===== config.mk =====
export PLATFORM = sky130hd
export DESIGN_NAME = vector_scheduler
export DESIGN_NICKNAME = d
export VERILOG_FILES = /design/src/rtl/vector_scheduler.sv
export SDC_FILE = /design/constraint.sdc
export NUM_CORES = 1
export LEC_CHECK = 0
export ABC_AREA = 1
export CORE_ASPECT_RATIO = 2
export CORE_UTILIZATION = 55
export DETAILED_ROUTE_END_ITERATION = 10
export DONT_BUFFER_PORTS = 1
export HOLD_SLACK_MARGIN = 0.12
export PLACE_DENSITY_LB_ADDON = 0.2
export SLEW_MARGIN = 20
export SYNTH_ARGS = -nofsm -noshare
export SYNTH_HDL_FRONTEND = slang
export SYNTH_SLANG_ARGS = --single-unit

===== constraint.sdc =====
create_clock -name clk -period 2.3 [get_ports clk]
set_clock_uncertainty 0.15 [all_clocks]
set_input_delay 0.46 -clock clk [delete_from_list [all_inputs] [get_ports clk]]
set_output_delay 0.46 -clock clk [all_outputs]
set_load 0.05 [all_outputs]

===== src/rtl/vector_scheduler.sv =====
// Vector display-list scheduler: walks a display list, issues beam segments
// to a line drawer with valid/ready handshake, and waits a settle time after each.
`default_nettype none

module vector_scheduler #(
  parameter int OUT_WIDTH     = 8,
  parameter int ADDR_WIDTH    = 6,
  parameter int SETTLE_CYCLES = 4
) (
  input  logic                   clk,
  input  logic                   rst,
  input  logic                   enable,
  input  logic [ADDR_WIDTH-1:0]  list_len,
  output logic [ADDR_WIDTH-1:0]  rd_addr,
  input  logic [2*OUT_WIDTH:0]   rd_data,
  output logic                   seg_valid,
  input  logic                   seg_ready,
  output logic [OUT_WIDTH-1:0]   seg_x0,
  output logic [OUT_WIDTH-1:0]   seg_y0,
  output logic [OUT_WIDTH-1:0]   seg_x1,
  output logic [OUT_WIDTH-1:0]   seg_y1,
  output logic                   seg_blank,
  output logic                   frame_done,
  output logic                   busy
);

  typedef enum logic [2:0] {
    IDLE   = 3'd0,
    FETCH  = 3'd1,
    WAIT   = 3'd2,
    ISSUE  = 3'd3,
    SETTLE = 3'd4
  } state_t;

  state_t                  state, state_next;
  logic [ADDR_WIDTH-1:0]   len_q;
  logic [ADDR_WIDTH-1:0]   index, index_next;
  logic [7:0]              settle_cnt;
  logic [OUT_WIDTH-1:0]    beam_x, beam_y;
  logic                    xfer, last, latch_len, frame_end;

  assign xfer = seg_valid && seg_ready;
  assign last = (index == len_q - ADDR_WIDTH'(1));
  assign busy = (state != IDLE);

  always_ff @(posedge clk) begin
    if (rst) state <= IDLE;
    else     state <= state_next;
  end

  always_comb begin
    state_next = state;
    index_next = index;
    latch_len  = 1'b0;
    frame_end  = 1'b0;
    case (state)
      IDLE: begin
        if (enable && list_len != '0) begin
          state_next = FETCH;
          index_next = '0;
          latch_len  = 1'b1;
        end
      end
      FETCH: state_next = WAIT;
      WAIT:  state_next = ISSUE;
      ISSUE: if (xfer) state_next = SETTLE;
      SETTLE: begin
        if (settle_cnt == 8'd0) begin
          if (last) begin
            // A zero length at the frame boundary cannot start a frame.
            frame_end  = 1'b1;
            index_next = '0;
            if (enable && list_len != '0) begin
              state_next = FETCH;
              latch_len  = 1'b1;
            end else begin
              state_next = IDLE;
            end
          end else begin
            index_next = index + ADDR_WIDTH'(1);
            state_next = FETCH;
          end
        end
      end
      default: state_next = IDLE;
    endcase
  end

  always_ff @(posedge clk) begin
    if (rst) begin
      len_q      <= '0;
      index      <= '0;
      rd_addr    <= '0;
      settle_cnt <= 8'd0;
      beam_x     <= '0;
      beam_y     <= '0;
      seg_valid  <= 1'b0;
      seg_x0     <= '0;
      seg_y0     <= '0;
      seg_x1     <= '0;
      seg_y1     <= '0;
      seg_blank  <= 1'b0;
      frame_done <= 1'b0;
    end else begin
      index      <= index_next;
      frame_done <= frame_end;
      if (latch_len)            len_q   <= list_len;
      if (state_next == FETCH)  rd_addr <= index_next;
      // rd_data is valid during WAIT; outputs are frozen from here until transfer.
      if (state == WAIT) begin
        seg_x0    <= beam_x;
        seg_y0    <= beam_y;
        seg_x1    <= rd_data[2*OUT_WIDTH-1:OUT_WIDTH];
        seg_y1    <= rd_data[OUT_WIDTH-1:0];
        seg_blank <= rd_data[2*OUT_WIDTH] | (index == '0);
        seg_valid <= 1'b1;
      end
      if (state == ISSUE && xfer) begin
        seg_valid  <= 1'b0;
        beam_x     <= seg_x1;
        beam_y     <= seg_y1;
        settle_cnt <= 8'(SETTLE_CYCLES - 1);
      end
      if (state == SETTLE && settle_cnt != 8'd0)
        settle_cnt <= settle_cnt - 8'd1;
    end
  end

endmodule

`default_nettype wire


==> impl_metrics.py, run 1 <==
metrics = {
    "power_and_ir_drop": {
        "power_per_standard_cell_area_nw_per_um2": 919,
        "swShare": 0.326,
        "leakagePower_nw": 1.78,
        "power.net_switching_w": 0.00120,
        "power.sequential.fraction": 0.491,
        "ir_worst_vdd_mv": 0.645,
        "combinationalPowerShare": 0.121,
        "power.clock.fraction": 0.388,
        "power_report.internal_total_w": 0.00248,
    },
    "setup_path": {
        "crit_path_arrival_time_ps": 2150,
        "end_kind": "flip-flop",
        "cp_max_fo": 6,
        "timing.critical_path.from_type": "flip-flop",
        "criticalPathCategory": "flip-flop to flip-flop",
        "regToRegStartpoint": "settle_cnt[0]",
        "timing.critical_path.required_ps": 2380,
        "worstSetupStartpoint": "settle_cnt[0]",
        "r2r_end": "rd_addr[5]",
        "ff2ff_path_depth": 13,
        "worst-r2r-setup-slack_ps": 230,
    },
    "timing": {
        "setup_tns_ps": 0,
        "fin_hold_ws_ps": 129,
        "layout_min_cycle_time_ps": 2070,
        "timing_max_transition_violations_final": 0,
        "worst_setup_margin_ps": 234,
        "min_period_over_period": 0.898,
        "setup_viol": 0,
        "timing.fmax_mhz": 484,
        "worst_slew_pin_slew_ps": 723,
        "grt_setup_unrepaired": "true",
        "fin_hold_viols": 0,
        "relSlewSlack": 0.518,
    },
    "floorplanning": {
        "fp.dieW_um": 59.0,
        "core_um2": 6310,
        "initial_core_util": 0.567,
        "fp.dieArea_um2": 6850,
        "die_height_um": 116,
        "core.rowCount": 41,
        "design.portCount": 69,
    },
    "routing": {
        "dr.first_iter.drc_count": 168,
        "remaining_drc_errors": 0,
        "wire_per_inst_um": 14.2,
        "routed_wirelength_um": 8300,
        "postRouteAntennaNets": 0,
        "routed_via_density": 5.28,
        "firstDrtPassIters": 4,
        "vias": 3091,
    },
    "logic_synthesis": {
        "synthesis.area_um2": 3580,
        "ys_async_sr_fraction": 0,
        "yosys_warn_count": 0,
        "synth.top_cell.area_share": 0.448,
        "yosys-top-cells-area": "sky130_fd_sc_hd__dfxtp_1, sky130_fd_sc_hd__nor2_1, sky130_fd_sc_hd__o21ai_0",
        "yosys_register_bits": 80,
        "register_area_share_after_synthesis": 0.448,
        "synth_cell_types": 35,
        "synth_edf_count": 0,
        "synth_fp_nets": 521,
        "post_syn_area_per_cell_um2": 7.30,
        "post-synth-top-area-cell": "sky130_fd_sc_hd__dfxtp_1",
        "synthCells": 490,
        "postSynth.topFlopCell": "sky130_fd_sc_hd__dfxtp_1",
    },
    "placed_design": {
        "dp_hpwl_um": 5940,
        "io_buffer_count": 0,
        "dp_slack_ps": 228,
        "gpl.final_weighted_congestion": 0.950,
    },
    "cts": {
        "ctsRootBufferMaster": "sky130_fd_sc_hd__clkbuf_16",
        "cts.reportedPaths.clkPinSlew_ps": 60,
        "cts-buffers-inserted": 9,
        "cts_max_level": 3,
        "ctsLongestPathBuffers": 2,
        "worstSkewPairLatency_ps": 330,
        "tritoncts_num_sinks": 80,
        "clock_tree_from_tritoncts": "done",
    },
    "cells_and_area": {
        "filler_cell_count": 571,
        "finish.utilization": 0.636,
        "antenna_cells": 0,
        "final_layout_size_suffix_gt1_frac": 0.152,
        "num-nets-final": 525,
        "syn_to_final_growth_pct": 12.1,
    },
    "grt": {
        "maximum_number_of_pins_on_one_net_before_global_route_repair": 64,
        "grt_antenna_before_repair": 0,
        "grt_pass1_vias": 2998,
        "grt_pass1_wl_um": 13600,
        "overflow": 0,
        "groute.usage.overall": 0.267,
    },
    "outcome": {
        "outcome": "completed",
    },
    "min_path": {
        "timing.hold.worst_endpoint": "seg_x1[5]",
        "min-delay-path-class": "input port to flip-flop",
        "min_path_cells": 2,
        "hold_start": "rd_data[13]",
    },
    "job": {
        "timing.max_cap.violations": 0,
    },
}
sequential cells by signal (all words and copies together) (netlist names):
name,count
rd_addr,6
seg_y1,8
frame_done,1
state,3
len_q,6
seg_x0,8
seg_x1,8
seg_valid,1
seg_y0,8
beam_x,8
settle_cnt,8
beam_y,8
seg_blank,1
index,6
worst max-delay path by stage:
| stage | end | slack, ps | cells past startpoint |
|---|---|---|---|
| after detailed placement | rd_addr[5] | 230 | 15 |
| after CTS | rd_addr[5] | 210 | 15 |
| after global placement | rd_addr[5] | 290 | 13 |
| after global routing | rd_addr[4] | -10 | 13 |
| after floorplan | rd_addr[1] | 410 | 16 |
| final | rd_addr[5] | 230 | 13 |
cells in the mapped netlist, types with 3 or more instances:
master	number
sky130_fd_sc_hd__dfxtp_1	80
sky130_fd_sc_hd__xor2_1	4
sky130_fd_sc_hd__nor2_2	15
sky130_fd_sc_hd__nor3_1	4
sky130_fd_sc_hd__inv_1	44
sky130_fd_sc_hd__nand4_1	3
sky130_fd_sc_hd__nor2_1	90
sky130_fd_sc_hd__inv_2	8
sky130_fd_sc_hd__nand3b_1	4
sky130_fd_sc_hd__clkbuf_1	15
sky130_fd_sc_hd__a21oi_1	40
sky130_fd_sc_hd__nand2_1	65
sky130_fd_sc_hd__nand2_2	16
sky130_fd_sc_hd__ha_1	4
sky130_fd_sc_hd__nand3_1	19
sky130_fd_sc_hd__o21ai_0	54
sky130_fd_sc_hd__o21ai_1	3
kinds of logic (layout without fill, tap and decap cells):
group / after synthesis / count (layout) / synth area share
compound gates: 99 / 99 / 0.140
xor+xnor: 6 / 6 / 0.0147
fa+ha+maj: 4 / 4 / 0.0140
buf+inv: 74 / 83 / 0.0867
flops: 80 / 80 / 0.448
simple gates: 227 / 227 / 0.297
per-layer routing:
metal | vias to the layer above | routed length [µm] | GRT usage
met3 | 34 | 290 | 0.0525
met5 | - | 0 | 0
li1 | 1567 | - | -
met1 | 1400 | 3020 | 0.281
met2 | 90 | 4610 | 0.472
met4 | 0 | 384 | 0.167
layout by cell type (no fill, tap or decap), drive strengths merged:
master / instances
dfxtp: 80
or2: 1
a21oi: 40
xor2: 4
nor3: 5
nand3b: 4
and3: 1
clkinv: 3
ha: 4
nand4: 4
inv: 55
clkinvlp: 1
nand2: 82
dlygate4sd3: 4
a221oi: 1
nor3b: 1
nor2: 108
o21ai: 57
clkbuf: 9
bufinv: 1
o211ai: 1
nand3: 21
buf: 10
xnor2: 2
cell type report:
cell class,count,area [µm²],share of cell area
clock buffer,9,225,0.0561
clock inverter,7,77.6,0.0193
inverter,53,199,0.0496
multi-input combinational,336,1690,0.420
sequential,80,1600,0.399
tap,86,108,0.0268
timing repair buffer,14,115,0.0287
repair_timing:
item	CTS	global route
hold endpoints to repair	20	0
setup buffers	0	1
endpoints found under the setup margin	0	7
hold buffers	4	0
gates resized for setup	0	4
power groups by stage:
| stage | combinational, W | clock [W] | sequential, W |
|---|---|---|---|
| floorplan | 0.000360 | 0 | 0.00182 |
| global placement | 0.000418 | 0 | 0.00184 |
| detailed placement | 0.000431 | 0 | 0.00184 |
| CTS | 0.000443 | 0.00145 | 0.00181 |
| global route | 0.000511 | 0.00151 | 0.00182 |
| finish | 0.000447 | 0.00143 | 0.00181 |
per-stage QoR:
step                instances  total power [W]  cell area, µm²
finish                    585          0.00369            4010
CTS                       584          0.00370            3990
global route              585          0.00384            4010
global placement          564          0.00226            3640
detailed placement        564          0.00227            3640
floorplan                 490          0.00218            3580
critical path: stages, from the launching register on:
cell and delay [ps]:
sky130_fd_sc_hd__dfxtp_1 300, sky130_fd_sc_hd__inv_1 100, sky130_fd_sc_hd__ha_1 220, sky130_fd_sc_hd__inv_2 60, sky130_fd_sc_hd__nor2_4 90, sky130_fd_sc_hd__nand2_2 110, sky130_fd_sc_hd__nor2_8 170, sky130_fd_sc_hd__nand2_1 130
sky130_fd_sc_hd__o21ai_0 160, sky130_fd_sc_hd__nand2_1 110, sky130_fd_sc_hd__nand3_1 130, sky130_fd_sc_hd__nand2_1 80, sky130_fd_sc_hd__nor2_2 100, sky130_fd_sc_hd__nor2_2 50
No activity file was read; power rests on OpenSTA's default activity.
==> run 2: changes to the inputs <==
- clock period: 2.3 -> 2.05 ns (I/O delays scaled with it)
==> impl_metrics.py, run 2 (synthesis results as in run 1) <==
metrics = {
    "outcome": {
        "outcome": "completed",
    },
    "placed_design": {
        "dp_slack_ps": 20.7,
        "dpl_cell_area_um2": 3700,
        "io_buffer_count": 0,
        "gpl.final_weighted_congestion": 0.993,
        "dp_hpwl_um": 6030,
    },
    "job": {
        "timing.max_cap.violations": 0,
    },
    "cells_and_area": {
        "leading_cell_type_in_the_layout_fill_and_taps_excluded": "sky130_fd_sc_hd__nor2_1",
        "syn_to_final_growth_pct": 20.2,
        "final_layout_size_suffix_gt1_frac": 0.198,
        "top_library_cells_by_usage_in_the_layout_fill_and_taps_aside": "sky130_fd_sc_hd__nor2_1, sky130_fd_sc_hd__dfxtp_1, sky130_fd_sc_hd__nand2_1, sky130_fd_sc_hd__o21ai_0, sky130_fd_sc_hd__a21oi_1",
        "num-nets-final": 537,
        "filler_cell_count": 536,
        "final_design_area_no_fill_um2": 4300,
        "antenna_cells": 0,
        "finish.utilization": 0.682,
    },
    "timing": {
        "fin_hold_ws_ps": 126,
        "fin_hold_viols": 0,
        "min_period_over_period": 0.991,
        "timing_max_transition_violations_final": 0,
        "setup_viol": 0,
        "worst_slew_pin_slew_ps": 916,
        "relSlewSlack": 0.386,
        "layout_min_cycle_time_ps": 2030,
        "worst_setup_margin_ps": 18.2,
        "timing.fmax_mhz": 492,
    },
    "routing": {
        "wire_per_inst_um": 15.5,
        "firstDrtPassIters": 4,
        "dr.first_iter.drc_count": 184,
        "vias": 3255,
        "routed_wirelength_um": 9270,
        "remaining_drc_errors": 0,
        "postRouteAntennaNets": 0,
        "routed_via_density": 5.45,
    },
    "setup_path": {
        "cp_max_fo": 6,
        "timing.critical_path.from_type": "flip-flop",
        "criticalPathCategory": "flip-flop to flip-flop",
        "crit_path_arrival_time_ps": 2110,
        "timing.critical_path.required_ps": 2130,
        "end_kind": "flip-flop",
    },
    "grt": {
        "grt_pass1_wl_um": 14000,
        "groute.usage.overall": 0.276,
        "overflow": 0,
        "grt_antenna_before_repair": 0,
        "maximum_number_of_pins_on_one_net_before_global_route_repair": 64,
        "grt_pass1_vias": 3127,
    },
    "cts": {
        "tritoncts_num_sinks": 80,
        "cts.reportedPaths.clkPinSlew_ps": 60,
        "cts_max_level": 3,
        "ctsLongestPathBuffers": 2,
        "ctsRootBufferMaster": "sky130_fd_sc_hd__clkbuf_16",
        "cts-buffers-inserted": 9,
        "clock_tree_from_tritoncts": "done",
        "worstSkewPairLatency_ps": 340,
    },
    "floorplanning": {
        "die_height_um": 116,
        "initial_core_util": 0.567,
        "design.portCount": 69,
        "core.rowCount": 41,
        "fp.dieW_um": 59.0,
        "fp.dieArea_um2": 6850,
        "core_um2": 6310,
    },
    "power_and_ir_drop": {
        "power_per_standard_cell_area_nw_per_um2": 1020,
        "ir_worst_vdd_mv": 0.712,
        "p_total_w": 0.00438,
        "leakagePower_nw": 1.87,
    },
    "min_path": {
        "min-delay-path-class": "input port to flip-flop",
    },
}
==> run 2: path summary, 6_finish.rpt <==
| kind | from | endpoint | slack [ps] | depth (start not counted) |
|---|---|---|---|---|
| max | len_q[0] | rd_addr[3] | 20 | 15 |
| min | rd_data[3] | seg_y1[3] | 130 | 2 |
| min reg2reg | beam_x[4] | seg_x0[4] | 340 | 2 |
| max reg2reg | len_q[0] | rd_addr[3] | 20 | 15 |
==> run 2: layout make-up <==
cell class	count	area, µm²	area share
clock buffer	10	239	0.0556
clock inverter	6	91.3	0.0212
inverter	53	199	0.0463
multi-input combinational	338	1830	0.425
sequential	80	1600	0.373
tap	86	108	0.0250
timing repair buffer	24	230	0.0535
==> run 2: what timing repair did <==
action                                  4_1_cts  5_1_grt
hold buffers                                 10        0
endpoints found under the hold margin        26        0
endpoints found under the setup margin        1       14
setup buffers                                 0        1
pin swaps                                     0       15
cloned                                        0        2
gates resized for setup                       1       35
==> run 2: power breakdown <==
part	switching [W]	total [W]	internal (W)
logic	0.000382	0.000592	0.000210
clock network	0.000650	0.00176	0.00111
registers	0.000371	0.00203	0.00166
total	0.00140	0.00438	0.00298
==> run 2: metal layers <==
layer,up-vias,share of wire,track usage
li1,1604,-,-
met1,1518,0.35,0.257
met2,103,0.56,0.523
met3,30,0.050,0.0658
met4,0,0.044,0.157
met5,-,0,0
==> run 2: critical path, stage by stage (launching register included) <==
cell and delay [ps]:
sky130_fd_sc_hd__dfxtp_2 360, sky130_fd_sc_hd__inv_2 50, sky130_fd_sc_hd__ha_4 260, sky130_fd_sc_hd__inv_2 30, sky130_fd_sc_hd__nand2_2 40, sky130_fd_sc_hd__nand2_2 70
sky130_fd_sc_hd__nor2_4 100, sky130_fd_sc_hd__nand2_1 50, sky130_fd_sc_hd__nor2_1 150, sky130_fd_sc_hd__nand3_2 130, sky130_fd_sc_hd__nand2_2 120, sky130_fd_sc_hd__nand2_4 100
sky130_fd_sc_hd__nand2_8 100, sky130_fd_sc_hd__nand2_2 80, sky130_fd_sc_hd__nand2_2 70, sky130_fd_sc_hd__nor2_2 40
==> run 2: per-stage QoR <==
step,cells,setup TNS (ps)
global placement,568,0
finish,597,0
floorplan,490,0
CTS,594,0
global route,597,-863
detailed placement,568,0
==> run 3: changes to the inputs <==
- CORE_MARGIN: default -> 2
- RECOVER_POWER: default -> 100
==> impl_metrics.py, run 3 (synthesis results as in run 1) <==
metrics = {
    "setup_path": {
        "critPathCapture": "rd_addr[2]",
        "cp_max_fo": 6,
        "regToRegStartpoint": "len_q[0]",
        "worstSetupStartpoint": "len_q[0]",
        "crit_path_arrival_time_ps": 2040,
        "criticalPathCategory": "flip-flop to flip-flop",
        "end_kind": "flip-flop",
        "timing.critical_path.required_ps": 2140,
        "r2r_end": "rd_addr[2]",
        "ff2ff_path_depth": 13,
        "timing.critical_path.from_type": "flip-flop",
        "worst-r2r-setup-slack_ps": 100,
    },
    "floorplanning": {
        "fp.dieArea_um2": 7210,
        "fp.dieW_um": 61.0,
        "core_um2": 6310,
        "die_height_um": 118,
        "core.rowCount": 41,
        "design.portCount": 69,
        "initial_core_util": 0.567,
    },
    "routing": {
        "wire_per_inst_um": 14.3,
        "firstDrtPassIters": 4,
        "routed_wirelength_um": 8580,
        "dr.first_iter.drc_count": 125,
        "vias": 3178,
        "postRouteAntennaNets": 0,
        "routed_via_density": 5.31,
        "remaining_drc_errors": 0,
    },
    "power_and_ir_drop": {
        "power.net_switching_w": 0.00136,
        "combinationalPowerShare": 0.123,
        "ir_worst_vdd_mv": 0.726,
        "p_total_w": 0.00442,
        "leakagePower_nw": 1.85,
        "power.clock.fraction": 0.417,
        "power.sequential.fraction": 0.460,
        "power_report.internal_total_w": 0.00305,
        "swShare": 0.309,
        "power_per_standard_cell_area_nw_per_um2": 1040,
    },
    "outcome": {
        "outcome": "completed",
    },
    "timing": {
        "relSlewSlack": 0.540,
        "setup_tns_ps": 0,
        "worst_slew_pin_slew_ps": 687,
        "layout_min_cycle_time_ps": 1950,
        "grt_setup_unrepaired": "true",
        "min_period_over_period": 0.950,
        "fin_hold_viols": 0,
        "timing_max_transition_violations_final": 0,
        "timing.fmax_mhz": 513,
        "setup_viol": 0,
    },
    "cts": {
        "ctsRootBufferMaster": "sky130_fd_sc_hd__clkbuf_16",
        "ctsLongestPathBuffers": 2,
        "cts_max_level": 3,
        "clock_tree_from_tritoncts": "done",
        "worstSkewPairLatency_ps": 340,
        "tritoncts_num_sinks": 80,
        "cts.reportedPaths.clkPinSlew_ps": 60,
        "cts-buffers-inserted": 9,
    },
    "cells_and_area": {
        "syn_to_final_growth_pct": 19.1,
        "num-nets-final": 539,
        "final_design_area_no_fill_um2": 4260,
        "top_library_cells_by_usage_in_the_layout_fill_and_taps_aside": "sky130_fd_sc_hd__nor2_1, sky130_fd_sc_hd__dfxtp_1, sky130_fd_sc_hd__nand2_1, sky130_fd_sc_hd__o21ai_0",
        "leading_cell_type_in_the_layout_fill_and_taps_excluded": "sky130_fd_sc_hd__nor2_1",
        "final_layout_size_suffix_gt1_frac": 0.185,
        "antenna_cells": 0,
    },
    "grt": {
        "gr-max-usage-layer": "met2",
        "grt_pass1_wl_um": 14000,
        "overflow": 0,
        "grt_antenna_before_repair": 0,
        "global_route.usage.met3": 0.0747,
        "use_met2": 0.438,
        "maximum_number_of_pins_on_one_net_before_global_route_repair": 64,
        "grt_pass1_vias": 3087,
        "groute.usage.overall": 0.258,
        "grt_util_met1": 0.270,
    },
    "placed_design": {
        "io_buffer_count": 0,
        "dp_hpwl_um": 5980,
        "dpl_cell_area_um2": 3700,
        "gpl.final_weighted_congestion": 0.876,
    },
    "job": {
        "timing.max_cap.violations": 0,
    },
    "min_path": {
        "min-delay-path-class": "input port to flip-flop",
    },
}
[run 3: area by class of cell]
class | count | area (µm²)
clock inverters | 6 | 115
flip-flops and latches | 80 | 1610
clock buffers | 10 | 229
inverters | 53 | 201
multi-input cells | 337 | 1770
repair buffers | 27 | 230
well taps | 86 | 108
fillers | 559 | 2050
[run 3: critical path: stages (launching register included)]
cell and delay [ps]:
sky130_fd_sc_hd__dfxtp_4 360, sky130_fd_sc_hd__inv_4 50, sky130_fd_sc_hd__ha_4 260, sky130_fd_sc_hd__inv_2 30, sky130_fd_sc_hd__nand2_2 40, sky130_fd_sc_hd__nand2_2 60, sky130_fd_sc_hd__nor2_4 90, sky130_fd_sc_hd__nand3_2 90
sky130_fd_sc_hd__nor2_4 130, sky130_fd_sc_hd__nand4_4 190, sky130_fd_sc_hd__nand3_2 150, sky130_fd_sc_hd__nand2_2 90, sky130_fd_sc_hd__nor2_4 110, sky130_fd_sc_hd__nor2_2 40
[run 3: worst min path at each step]
stage	from	to	slack, ps	cells past startpoint
3_3_place_gp	beam_y[6]	seg_y0[6]	320	2
6_report	rd_data[3]	seg_y1[3]	120	2
4_1_cts	rd_data[4]	seg_y1[4]	120	2
2_1_floorplan	beam_x[0]	seg_x0[0]	300	2
5_1_grt	rd_data[1]	seg_y1[1]	130	2
3_5_place_dp	beam_x[4]	seg_x0[4]	320	2
[run 3: power by group through the flow]
stage	Combinational, W	Clock (W)	Sequential, W
floorplan	0.000403	0	0.00204
global placement	0.000473	0	0.00206
detailed placement	0.000487	0	0.00206
CTS	0.000511	0.00186	0.00203
global route	0.000619	0.00193	0.00204
finish	0.000542	0.00184	0.00203
[run 3: metrics by stage]
| step | hold WS, ps | worst slack [ps] | utilization | std cells |
|---|---|---|---|---|
| detailed placement | 319 | 3.93 | 0.586 | 570 |
| global route | 130 | -15.1 | 0.675 | 599 |
| CTS | 123 | 12.2 | 0.659 | 597 |
| finish | 125 | 102 | 0.675 | 599 |
| global placement | 316 | 41.4 | 0.586 | 570 |
| floorplan | 300 | 157 | - | 490 |
[run 3: metal layers]
layer / vias to the layer above / share of wire
met1: 1470 / 0.35
li1: 1605 / -
met2: 80 / 0.56
met5: - / 0
met3: 23 / 0.056
met4: 0 / 0.037
[run 3: what timing repair did]
action	in CTS	in global routing
setup endpoints to repair	1	18
endpoints found under the hold margin	27	0
resized for setup	1	27
pin swaps	0	12
hold buffers	11	0
buffers inserted	0	1
cloned	0	1
